--- config.mk ---
export PLATFORM = sky130hd
export DESIGN_NAME = mc_control
export DESIGN_NICKNAME = d
export VERILOG_FILES = /design/src/rtl/mc_control.sv
export SDC_FILE = /design/constraint.sdc
export NUM_CORES = 1
export LEC_CHECK = 0
export ABC_AREA = 1
export BUFFER_PORTS_ARGS = -buffer_cell sky130_fd_sc_hd__buf_2
export CAP_MARGIN = 20
export CELL_PAD_IN_SITES_DETAIL_PLACEMENT = 0
export CELL_PAD_IN_SITES_GLOBAL_PLACEMENT = 1
export CORE_ASPECT_RATIO = 1.4
export CORE_MARGIN = 10
export CORE_UTILIZATION = 29
export CTS_BUF_LIST = sky130_fd_sc_hd__clkbuf_8
export DETAILED_ROUTE_END_ITERATION = 6
export GPL_TIMING_DRIVEN = 0
export PLACE_DENSITY = 0.87
export SYNTH_ARGS = -nofsm -noshare
export SYNTH_HDL_FRONTEND = slang
export SYNTH_SLANG_ARGS = --single-unit
--- constraint.sdc ---
create_clock -name clk -period 1.2 [get_ports clk]
set_input_delay 0.06 -clock clk [delete_from_list [all_inputs] [get_ports clk]]
set_output_delay 0.06 -clock clk [all_outputs]
set_load 0.005 [all_outputs]
--- src/rtl/mc_control.sv ---
// Multicycle CPU control FSM: decodes IR opcode/funct into ALU select, mux selects and enables.
// Optional bne support is compiled in when MC_CONTROL_BNE_EN is defined.
module mc_control (
  input  logic       clk,
  input  logic       rst,
  input  logic [5:0] opcode,
  input  logic [5:0] funct,
  input  logic       zf,
  output logic       pc_en,
  output logic       iord,
  output logic       mem_read,
  output logic       mem_write,
  output logic       ir_write,
  output logic       reg_dst,
  output logic       mem_to_reg,
  output logic       reg_write,
  output logic       alu_src_a,
  output logic [1:0] alu_src_b,
  output logic       ext_zero,
  output logic [1:0] pc_source,
  output logic [2:0] alu_switch,
  output logic       instr_done,
  output logic [3:0] state
);

  localparam logic [2:0] ALU_AND = 3'b000;
  localparam logic [2:0] ALU_OR  = 3'b001;
  localparam logic [2:0] ALU_ADD = 3'b010;
  localparam logic [2:0] ALU_SLL = 3'b011;
  localparam logic [2:0] ALU_SRL = 3'b100;
  localparam logic [2:0] ALU_XOR = 3'b101;
  localparam logic [2:0] ALU_SUB = 3'b110;
  localparam logic [2:0] ALU_SLT = 3'b111;

  localparam logic [5:0] OpRtype = 6'h00;
  localparam logic [5:0] OpJ     = 6'h02;
  localparam logic [5:0] OpBeq   = 6'h04;
  localparam logic [5:0] OpBne   = 6'h05;
  localparam logic [5:0] OpAddi  = 6'h08;
  localparam logic [5:0] OpAndi  = 6'h0C;
  localparam logic [5:0] OpOri   = 6'h0D;
  localparam logic [5:0] OpLw    = 6'h23;
  localparam logic [5:0] OpSw    = 6'h2B;

`ifdef MC_CONTROL_BNE_EN
  localparam bit BneEn = 1'b1;
`else
  localparam bit BneEn = 1'b0;
`endif

  typedef enum logic [3:0] {
    StFetch  = 4'd0,
    StDecode = 4'd1,
    StMemAdr = 4'd2,
    StMemRd  = 4'd3,
    StMemWb  = 4'd4,
    StMemWr  = 4'd5,
    StExec   = 4'd6,
    StRwb    = 4'd7,
    StBranch = 4'd8,
    StJump   = 4'd9,
    StIexec  = 4'd10,
    StIwb    = 4'd11
  } state_e;

  state_e state_q, state_d;

  logic       is_bne;
  logic [2:0] r_switch;
  logic       r_valid;

  assign is_bne = BneEn && (opcode == OpBne);

  always_comb begin
    r_valid  = 1'b1;
    r_switch = ALU_ADD;
    case (funct)
      6'h20:   r_switch = ALU_ADD;
      6'h22:   r_switch = ALU_SUB;
      6'h24:   r_switch = ALU_AND;
      6'h25:   r_switch = ALU_OR;
      6'h26:   r_switch = ALU_XOR;
      6'h2A:   r_switch = ALU_SLT;
      6'h00:   r_switch = ALU_SLL;
      6'h02:   r_switch = ALU_SRL;
      default: r_valid  = 1'b0;
    endcase
  end

  always_ff @(posedge clk or posedge rst) begin
    if (rst) begin
      state_q <= StFetch;
    end else begin
      state_q <= state_d;
    end
  end

  always_comb begin
    state_d = StFetch;
    case (state_q)
      StFetch: state_d = StDecode;
      StDecode: begin
        case (opcode)
          OpLw, OpSw:            state_d = StMemAdr;
          OpRtype:               state_d = StExec;
          OpBeq:                 state_d = StBranch;
          OpJ:                   state_d = StJump;
          OpAddi, OpAndi, OpOri: state_d = StIexec;
          default:               state_d = is_bne ? StBranch : StFetch;
        endcase
      end
      StMemAdr: state_d = (opcode == OpLw) ? StMemRd : StMemWr;
      StMemRd:  state_d = StMemWb;
      StExec:   state_d = StRwb;
      StIexec:  state_d = StIwb;
      default:  state_d = StFetch;
    endcase
  end

  always_comb begin
    pc_en      = 1'b0;
    iord       = 1'b0;
    mem_read   = 1'b0;
    mem_write  = 1'b0;
    ir_write   = 1'b0;
    reg_dst    = 1'b0;
    mem_to_reg = 1'b0;
    reg_write  = 1'b0;
    alu_src_a  = 1'b0;
    alu_src_b  = 2'b00;
    ext_zero   = 1'b0;
    pc_source  = 2'b00;
    alu_switch = ALU_AND;
    instr_done = 1'b0;
    case (state_q)
      StFetch: begin
        mem_read   = 1'b1;
        ir_write   = 1'b1;
        pc_en      = 1'b1;
        alu_src_b  = 2'b01;
        alu_switch = ALU_ADD;
      end
      StDecode: begin
        alu_src_b  = 2'b11;
        alu_switch = ALU_ADD;
        case (opcode)
          OpLw, OpSw, OpRtype, OpBeq, OpJ, OpAddi, OpAndi, OpOri: instr_done = 1'b0;
          default: instr_done = ~is_bne;
        endcase
      end
      StMemAdr: begin
        alu_src_a  = 1'b1;
        alu_src_b  = 2'b10;
        alu_switch = ALU_ADD;
      end
      StMemRd: begin
        mem_read = 1'b1;
        iord     = 1'b1;
      end
      StMemWb: begin
        reg_write  = 1'b1;
        mem_to_reg = 1'b1;
        instr_done = 1'b1;
      end
      StMemWr: begin
        mem_write  = 1'b1;
        iord       = 1'b1;
        instr_done = 1'b1;
      end
      StExec: begin
        alu_src_a  = 1'b1;
        alu_switch = r_switch;
      end
      StRwb: begin
        // Unknown funct still completes, but must not corrupt the regfile.
        reg_dst    = 1'b1;
        reg_write  = r_valid;
        instr_done = 1'b1;
      end
      StIexec: begin
        alu_src_a = 1'b1;
        alu_src_b = 2'b10;
        case (opcode)
          OpAndi: begin
            alu_switch = ALU_AND;
            ext_zero   = 1'b1;
          end
          OpOri: begin
            alu_switch = ALU_OR;
            ext_zero   = 1'b1;
          end
          default: alu_switch = ALU_ADD;
        endcase
      end
      StIwb: begin
        reg_write  = 1'b1;
        instr_done = 1'b1;
      end
      StBranch: begin
        alu_src_a  = 1'b1;
        alu_switch = ALU_SUB;
        pc_source  = 2'b01;
        pc_en      = is_bne ? ~zf : zf;
        instr_done = 1'b1;
      end
      StJump: begin
        pc_source  = 2'b10;
        pc_en      = 1'b1;
        instr_done = 1'b1;
      end
      default: ;
    endcase
    if (rst) begin
      pc_en      = 1'b0;
      iord       = 1'b0;
      mem_read   = 1'b0;
      mem_write  = 1'b0;
      ir_write   = 1'b0;
      reg_dst    = 1'b0;
      mem_to_reg = 1'b0;
      reg_write  = 1'b0;
      alu_src_a  = 1'b0;
      alu_src_b  = 2'b00;
      ext_zero   = 1'b0;
      pc_source  = 2'b00;
      alu_switch = ALU_AND;
      instr_done = 1'b0;
    end
  end

  assign state = state_q;

endmodule

Word-level counts from Yosys, hierarchy flattened. Cells that the tools add are included.

Register bits after elaboration: 4. Output and inout bits: 22. Logic and storage cells: 78. Input bits: 15.

Reduce and logical (&&, ||, !) cells: 16. Muxes and demuxes: 36. Eq/ne operators: 25.

Operators with widths (number): 6-bit == test (second input constant) (8); 4-bit one-hot mux with 6 select lines (1); 1-bit 2-to-1 mux (22); 3-bit one-hot mux with 7 select lines (1); 4-bit one-hot mux with 5 select lines (1); 6-bit by 4-bit == test with 1-bit output (second input constant) (3); 4-bit by 3-bit == test with 1-bit output (second input constant) (4); 4-bit == test (second input constant) (4); 8-bit OR reduction (2); 2-bit OR reduction (7); 6-bit by 2-bit == test with 1-bit output (second input constant) (2); 6-bit logical NOT (2); 3-bit one-hot mux with 4 select lines (1); 4-bit by 2-bit == test with 1-bit output (second input constant) (2); 2-bit one-hot mux with 2 select lines (2); 6-bit by 3-bit == test with 1-bit output (second input constant) (1); 3-bit 2-to-1 mux (2); 1-bit one-hot mux with 2 select lines (3); 2-bit one-hot mux with 3 select lines (1); 3-bit OR reduction (2); 6-bit OR reduction (1); 4-bit by 1-bit == test with 1-bit output (second input constant) (1); 4-bit logical NOT (1); 2-bit 2-to-1 mux (2); 4-bit OR reduction (1).

Depth between registers and ports, before layout.
Word-level depth: 5. Mapped depth: 8. Mapped depth without buffers: 8.

Worst setup path after synthesis. No wires, ideal clock.

Path kind: reg2out. From: reg state_q[2], in the netlist state[2]. To: out instr_done. Slack: 42 ps. Buffers on the path: 0. Cell stages (with the launch flop): 8. Arrival time: 1098 ps. Path through: dfrtp_1 -> inv_1 -> nand2_4 -> nor2_2 -> nand3_1 -> nor2_1 -> nor2_1 -> nor2_1.

Cells in the longest elaborated chain, start to end: 4. Elaborated cells between the ends (all ways): 10.

Ends and longest elaborated chain: from (decl) (line 66) `state_e state_q, state_d;`; from (signal assigned) (line 92) `state_q <= StFetch;`; from (signal assigned) (line 94) `state_q <= state_d;`; 4-bit == test / 4-bit by 3-bit == test with 1-bit output (equally long branches) (line 135) `case (state_q)`; 6-bit OR reduction (no line); 1-bit one-hot mux with 2 select lines (*) (line 135); 1-bit 2-to-1 mux (*) (line 213) `if (rst) begin`; to (decl) (line 22) `output logic instr_done,`.

Mark *: on every way between the ends. The rest lies on a longest branch, timed or not.

Worst setup path in the final report.
From: reg state_q[0], in the netlist state[0]. To: out alu_src_b[1].

Cells in the longest elaborated chain, start to end: 4. Elaborated cells between the ends (all ways): 7.

Ends and longest elaborated chain: 4-bit == test / 4-bit by 2-bit == test with 1-bit output (equally long branches) (line 135); 2-bit OR reduction (no line); 2-bit one-hot mux with 3 select lines (*) (line 135); 2-bit 2-to-1 mux (*) (line 213); to (decl) (line 18) `output logic [1:0] alu_src_b,`.

Marked as above.

==> metrics.txt <==
# TYPE chip_impl_metric gauge
chip_impl_info{name="status",value="finished with violations"} 1
chip_impl_info{name="failing_checks",value="negative setup slack"} 1
chip_impl_metric{name="seq_area_frac_synth",unit=""} 0.137
chip_impl_metric{name="drv_cap",unit=""} 0
chip_impl_metric{name="final_layout_size_suffix_gt1_frac",unit=""} 0.536
chip_impl_metric{name="routed_wirelength",unit="mm"} 3.02
chip_impl_metric{name="worst_path_largest_cell_delay",unit="ns"} 0.45
chip_impl_metric{name="internal_power",unit="mW"} 0.755
chip_impl_metric{name="place.detailed.hpwl",unit="mm"} 2.16
chip_impl_info{name="setup.worst_path.end_class",value="output port"} 1
chip_impl_metric{name="critical_path_arrival",unit="ns"} 1.47
chip_impl_metric{name="comb_power_share",unit=""} 0.628
chip_impl_metric{name="syn-instance-count",unit=""} 136
chip_impl_metric{name="grt_pass1_vias",unit=""} 1147
chip_impl_metric{name="n_antenna_cell",unit=""} 0
chip_impl_metric{name="sw_frac_of_total",unit=""} 0.457
chip_impl_metric{name="cp_max_fo",unit=""} 5
chip_impl_metric{name="p_per_area",unit="nW/um^2"} 1060
chip_impl_metric{name="postLayoutSetupSlackWorst",unit="ns"} -0.332
chip_impl_metric{name="clock_tree.htree_level_count",unit=""} 1
chip_impl_metric{name="clockBufferDepth",unit=""} 2
chip_impl_metric{name="power.clock.fraction",unit=""} 0.212
chip_impl_metric{name="skew",unit="ns"} 0.00537
chip_impl_metric{name="antenna_violations_before_repair",unit=""} 0
chip_impl_metric{name="cp_data_required_time",unit="ns"} 1.14
chip_impl_metric{name="post-route-util",unit=""} 0.546
chip_impl_metric{name="drv_slew",unit=""} 0
chip_impl_metric{name="power_frac_seq",unit=""} 0.160
chip_impl_metric{name="syn_avg_cell_area",unit="um^2"} 5.37
chip_impl_metric{name="met3_usage",unit=""} 0.0239
chip_impl_info{name="root_buffer",value="clkbuf_8"} 1
chip_impl_info{name="worst_hold_path_type",value="primary input to register"} 1
chip_impl_metric{name="number_of_violations_reported_at_the_end_of_detailed_routing_iteration_0",unit=""} 51
chip_impl_metric{name="timing.hold.ws",unit="ns"} 0.248
chip_impl_metric{name="tightest_slew",unit="ns"} 0.560
chip_impl_metric{name="grt_usage",unit=""} 0.115
chip_impl_metric{name="initial_core_utilization",unit=""} 0.306
chip_impl_info{name="cts_tree",value="built"} 1
chip_impl_metric{name="finalHoldViolCount",unit=""} 0
chip_impl_metric{name="relSlewSlack",unit=""} 0.627
chip_impl_info{name="critPathKind",value="register to output port"} 1
chip_impl_metric{name="grtUsageMet1",unit=""} 0.102
chip_impl_metric{name="tns",unit="ns"} -3.93
chip_impl_info{name="cell_with_the_largest_stage_delay_on_the_worst_path",value="dfrtp_2"} 1
chip_impl_metric{name="grt_max_degree",unit=""} 11
chip_impl_metric{name="cts.sink_count",unit=""} 4
chip_impl_metric{name="design.die.area",unit="um^2"} 4960
chip_impl_metric{name="synth.net_count",unit=""} 151
chip_impl_metric{name="setup_slack_at_placement",unit="ns"} -0.137
chip_impl_metric{name="non_filler_cells_final",unit=""} 230
chip_impl_metric{name="final.fill_count",unit=""} 261
chip_impl_info{name="rsz_0062_raised_after_global_routing",value="true"} 1
chip_impl_metric{name="die_h",unit="um"} 79.4
chip_impl_info{name="path_cells",value="nor2_4 > nand2_4 > buf_6 > a31oi_2 > buf_2"} 1
chip_impl_metric{name="layout.nets",unit=""} 213
chip_impl_metric{name="yosys_warning_count",unit=""} 0
chip_impl_metric{name="final_critical_path_time_including_i_o_delays_and_setup",unit="ns"} 1.53
chip_impl_info{name="grt.busiest_layer",value="met2"} 1
chip_impl_metric{name="grt_util_met2",unit=""} 0.229
chip_impl_metric{name="detailedRoute.firstPassIterationCount",unit=""} 4
chip_impl_metric{name="synth-seq-cells",unit=""} 4
chip_impl_metric{name="synth.distinct_cells",unit=""} 22
chip_impl_metric{name="fp-row-count",unit=""} 21
chip_impl_metric{name="route.detailed.vias_per_inst",unit=""} 4.80
chip_impl_metric{name="final_wtd_congestion",unit=""} 0.848
chip_impl_metric{name="finalSetupViolCount",unit=""} 20
chip_impl_metric{name="gr-total-overflow",unit=""} 0
chip_impl_metric{name="core_region_area",unit="um^2"} 2390
chip_impl_info{name="cp-start-kind",value="register"} 1
chip_impl_metric{name="route.detailed.wl_per_inst",unit="um"} 13.1
chip_impl_metric{name="number_of_buffers_created_by_cts",unit=""} 3
chip_impl_metric{name="die_span_x",unit="um"} 62.4
chip_impl_metric{name="grt_first_pass_wirelength",unit="mm"} 4.75
chip_impl_metric{name="fin_crit_sh",unit=""} 1.28
chip_impl_metric{name="total_switching_power",unit="mW"} 0.636
chip_impl_metric{name="drc_errors",unit=""} 0
chip_impl_metric{name="numPlacedInstances",unit=""} 205
chip_impl_metric{name="via_count",unit=""} 1103
chip_impl_metric{name="clock_insertion_delay_worst_skew",unit="ns"} 0.22
chip_impl_metric{name="floorplan.io_pins",unit=""} 37
chip_impl_metric{name="largest_register_ff_count",unit=""} 4
chip_impl_metric{name="fmax",unit="GHz"} 0.653
chip_impl_metric{name="clock_slew_seen_by_the_registers_of_the_worst_setup_and_hold_paths",unit="ns"} 0.04
chip_impl_metric{name="synthesis.area",unit="um^2"} 731
chip_impl_metric{name="numPortBuffers",unit=""} 35
chip_impl_metric{name="p_leak",unit="nW"} 0.754
chip_impl_metric{name="antenna_violating_nets_post_route",unit=""} 0
chip_impl_metric{name="area_growth_syn_to_layout",unit="%"} 78.8
chip_impl_metric{name="vdd.ir_drop.worst",unit="mV"} 0.748
## power by group through the flow
stage	Clock, mW	Sequential, mW	Combinational [mW]
finish	0.295	0.222	0.873
global route	0.314	0.227	0.958
CTS	0.293	0.217	0.744
detailed placement	0	0.214	0.603
global placement	0	0.212	0.600
floorplan	0	0.213	0.387
## cell type report
class / instances / area, um^2 / area share
Timing Repair Buffer: 57 / 365 / 0.280
Sequential cell: 4 / 103 / 0.0785
Inverter: 29 / 111 / 0.0852
Multi-Input combinational cell: 101 / 634 / 0.486
Buffer: 2 / 8.76 / 0.00670
Tap cell: 34 / 42.5 / 0.0326
Clock buffer: 3 / 41.3 / 0.0316
## metrics by stage
step                      power [mW]  area [um^2]
after floorplan                0.600          731
after global placement         0.811          948
after detailed placement       0.817          948
after CTS                       1.25         1180
after global routing            1.50         1310
final                           1.39         1310
## path summary, 6_finish.rpt
| kind | slack, ns | from | to | depth (start not counted) |
|---|---|---|---|---|
| max reg2reg | -0.14 | state[0] | state[1] | 6 |
| min in group asynchronous | 0.41 | rst | state[2] | 3 |
| max | -0.33 | state[0] | alu_src_b[1] | 5 |
| min reg2reg | 0.76 | state[1] | state[0] | 3 |
| min | 0.25 | opcode[5] | state[2] | 4 |
| max in group asynchronous | 0.60 | rst | state[1] | 3 |
## logic make-up (layout without fill, tap and decap cells)
| family | count (synthesis) | after routing | synth area share |
|---|---|---|---|
| AO/OA/AOI/OAI | 16 | 16 | 0.135 |
| AND/OR/NAND/NOR | 85 | 85 | 0.567 |
| flip-flops | 4 | 4 | 0.137 |
| buffers and inverters | 31 | 91 | 0.161 |
## critical path, delay by kind of cell (launching register included)
kind / cells / cell delay, ns
buffers and inverters: 2 / 0.29
AO/OA/AOI/OAI: 1 / 0.17
AND/OR/NAND/NOR: 2 / 0.34
flip-flops: 1 / 0.45
## repair_timing
| item | CTS | global route |
|---|---|---|
| hold endpoints to repair | 4 | 0 |
| hold buffers | 1 | 0 |
| setup endpoints to repair | 20 | 21 |
| resized for setup | 22 | 23 |
| cloned | 0 | 0 |
| buffers inserted | 17 | 7 |
| pin swaps | 15 | 10 |
## per-layer routing
metal | wire, um | share of wire | vias to the layer above
li1 | - | - | 553
met1 | 1170 | 0.39 | 502
met2 | 1640 | 0.54 | 39
met3 | 133 | 0.044 | 9
met4 | 73 | 0.024 | 0
met5 | 0 | 0 | -
## Yosys cell counts (all sizes together)
cell type  number  area [um^2]
nor2           28          135
nand4           5         31.3
o21ai           2         13.8
nand2          35          151
buf             1         5.00
a31oi           3         18.8
o2111ai         2         17.5
clkbuf          1         3.75
o22ai           1         6.26
dfrtp           4          100
o211ai          1         7.51
a21oi           7         35.0
nor3            5         36.3
nand3          12         60.1
inv            29          109
## cells in the final DEF (no fill, tap or decap), drive strengths merged
| cell type | instances |
|---|---|
| buf | 57 |
| nand2 | 35 |
| inv | 29 |
| nor2 | 28 |
| nand3 | 12 |
| a21oi | 7 |
| nand4 | 5 |
| nor3 | 5 |
| clkbuf | 4 |
| dfrtp | 4 |
| a31oi | 3 |
| o2111ai | 2 |
| o21ai | 2 |
| o211ai | 1 |
| o22ai | 1 |
| dlygate4sd3 | 1 |
(Power assumes the default switching activity.)
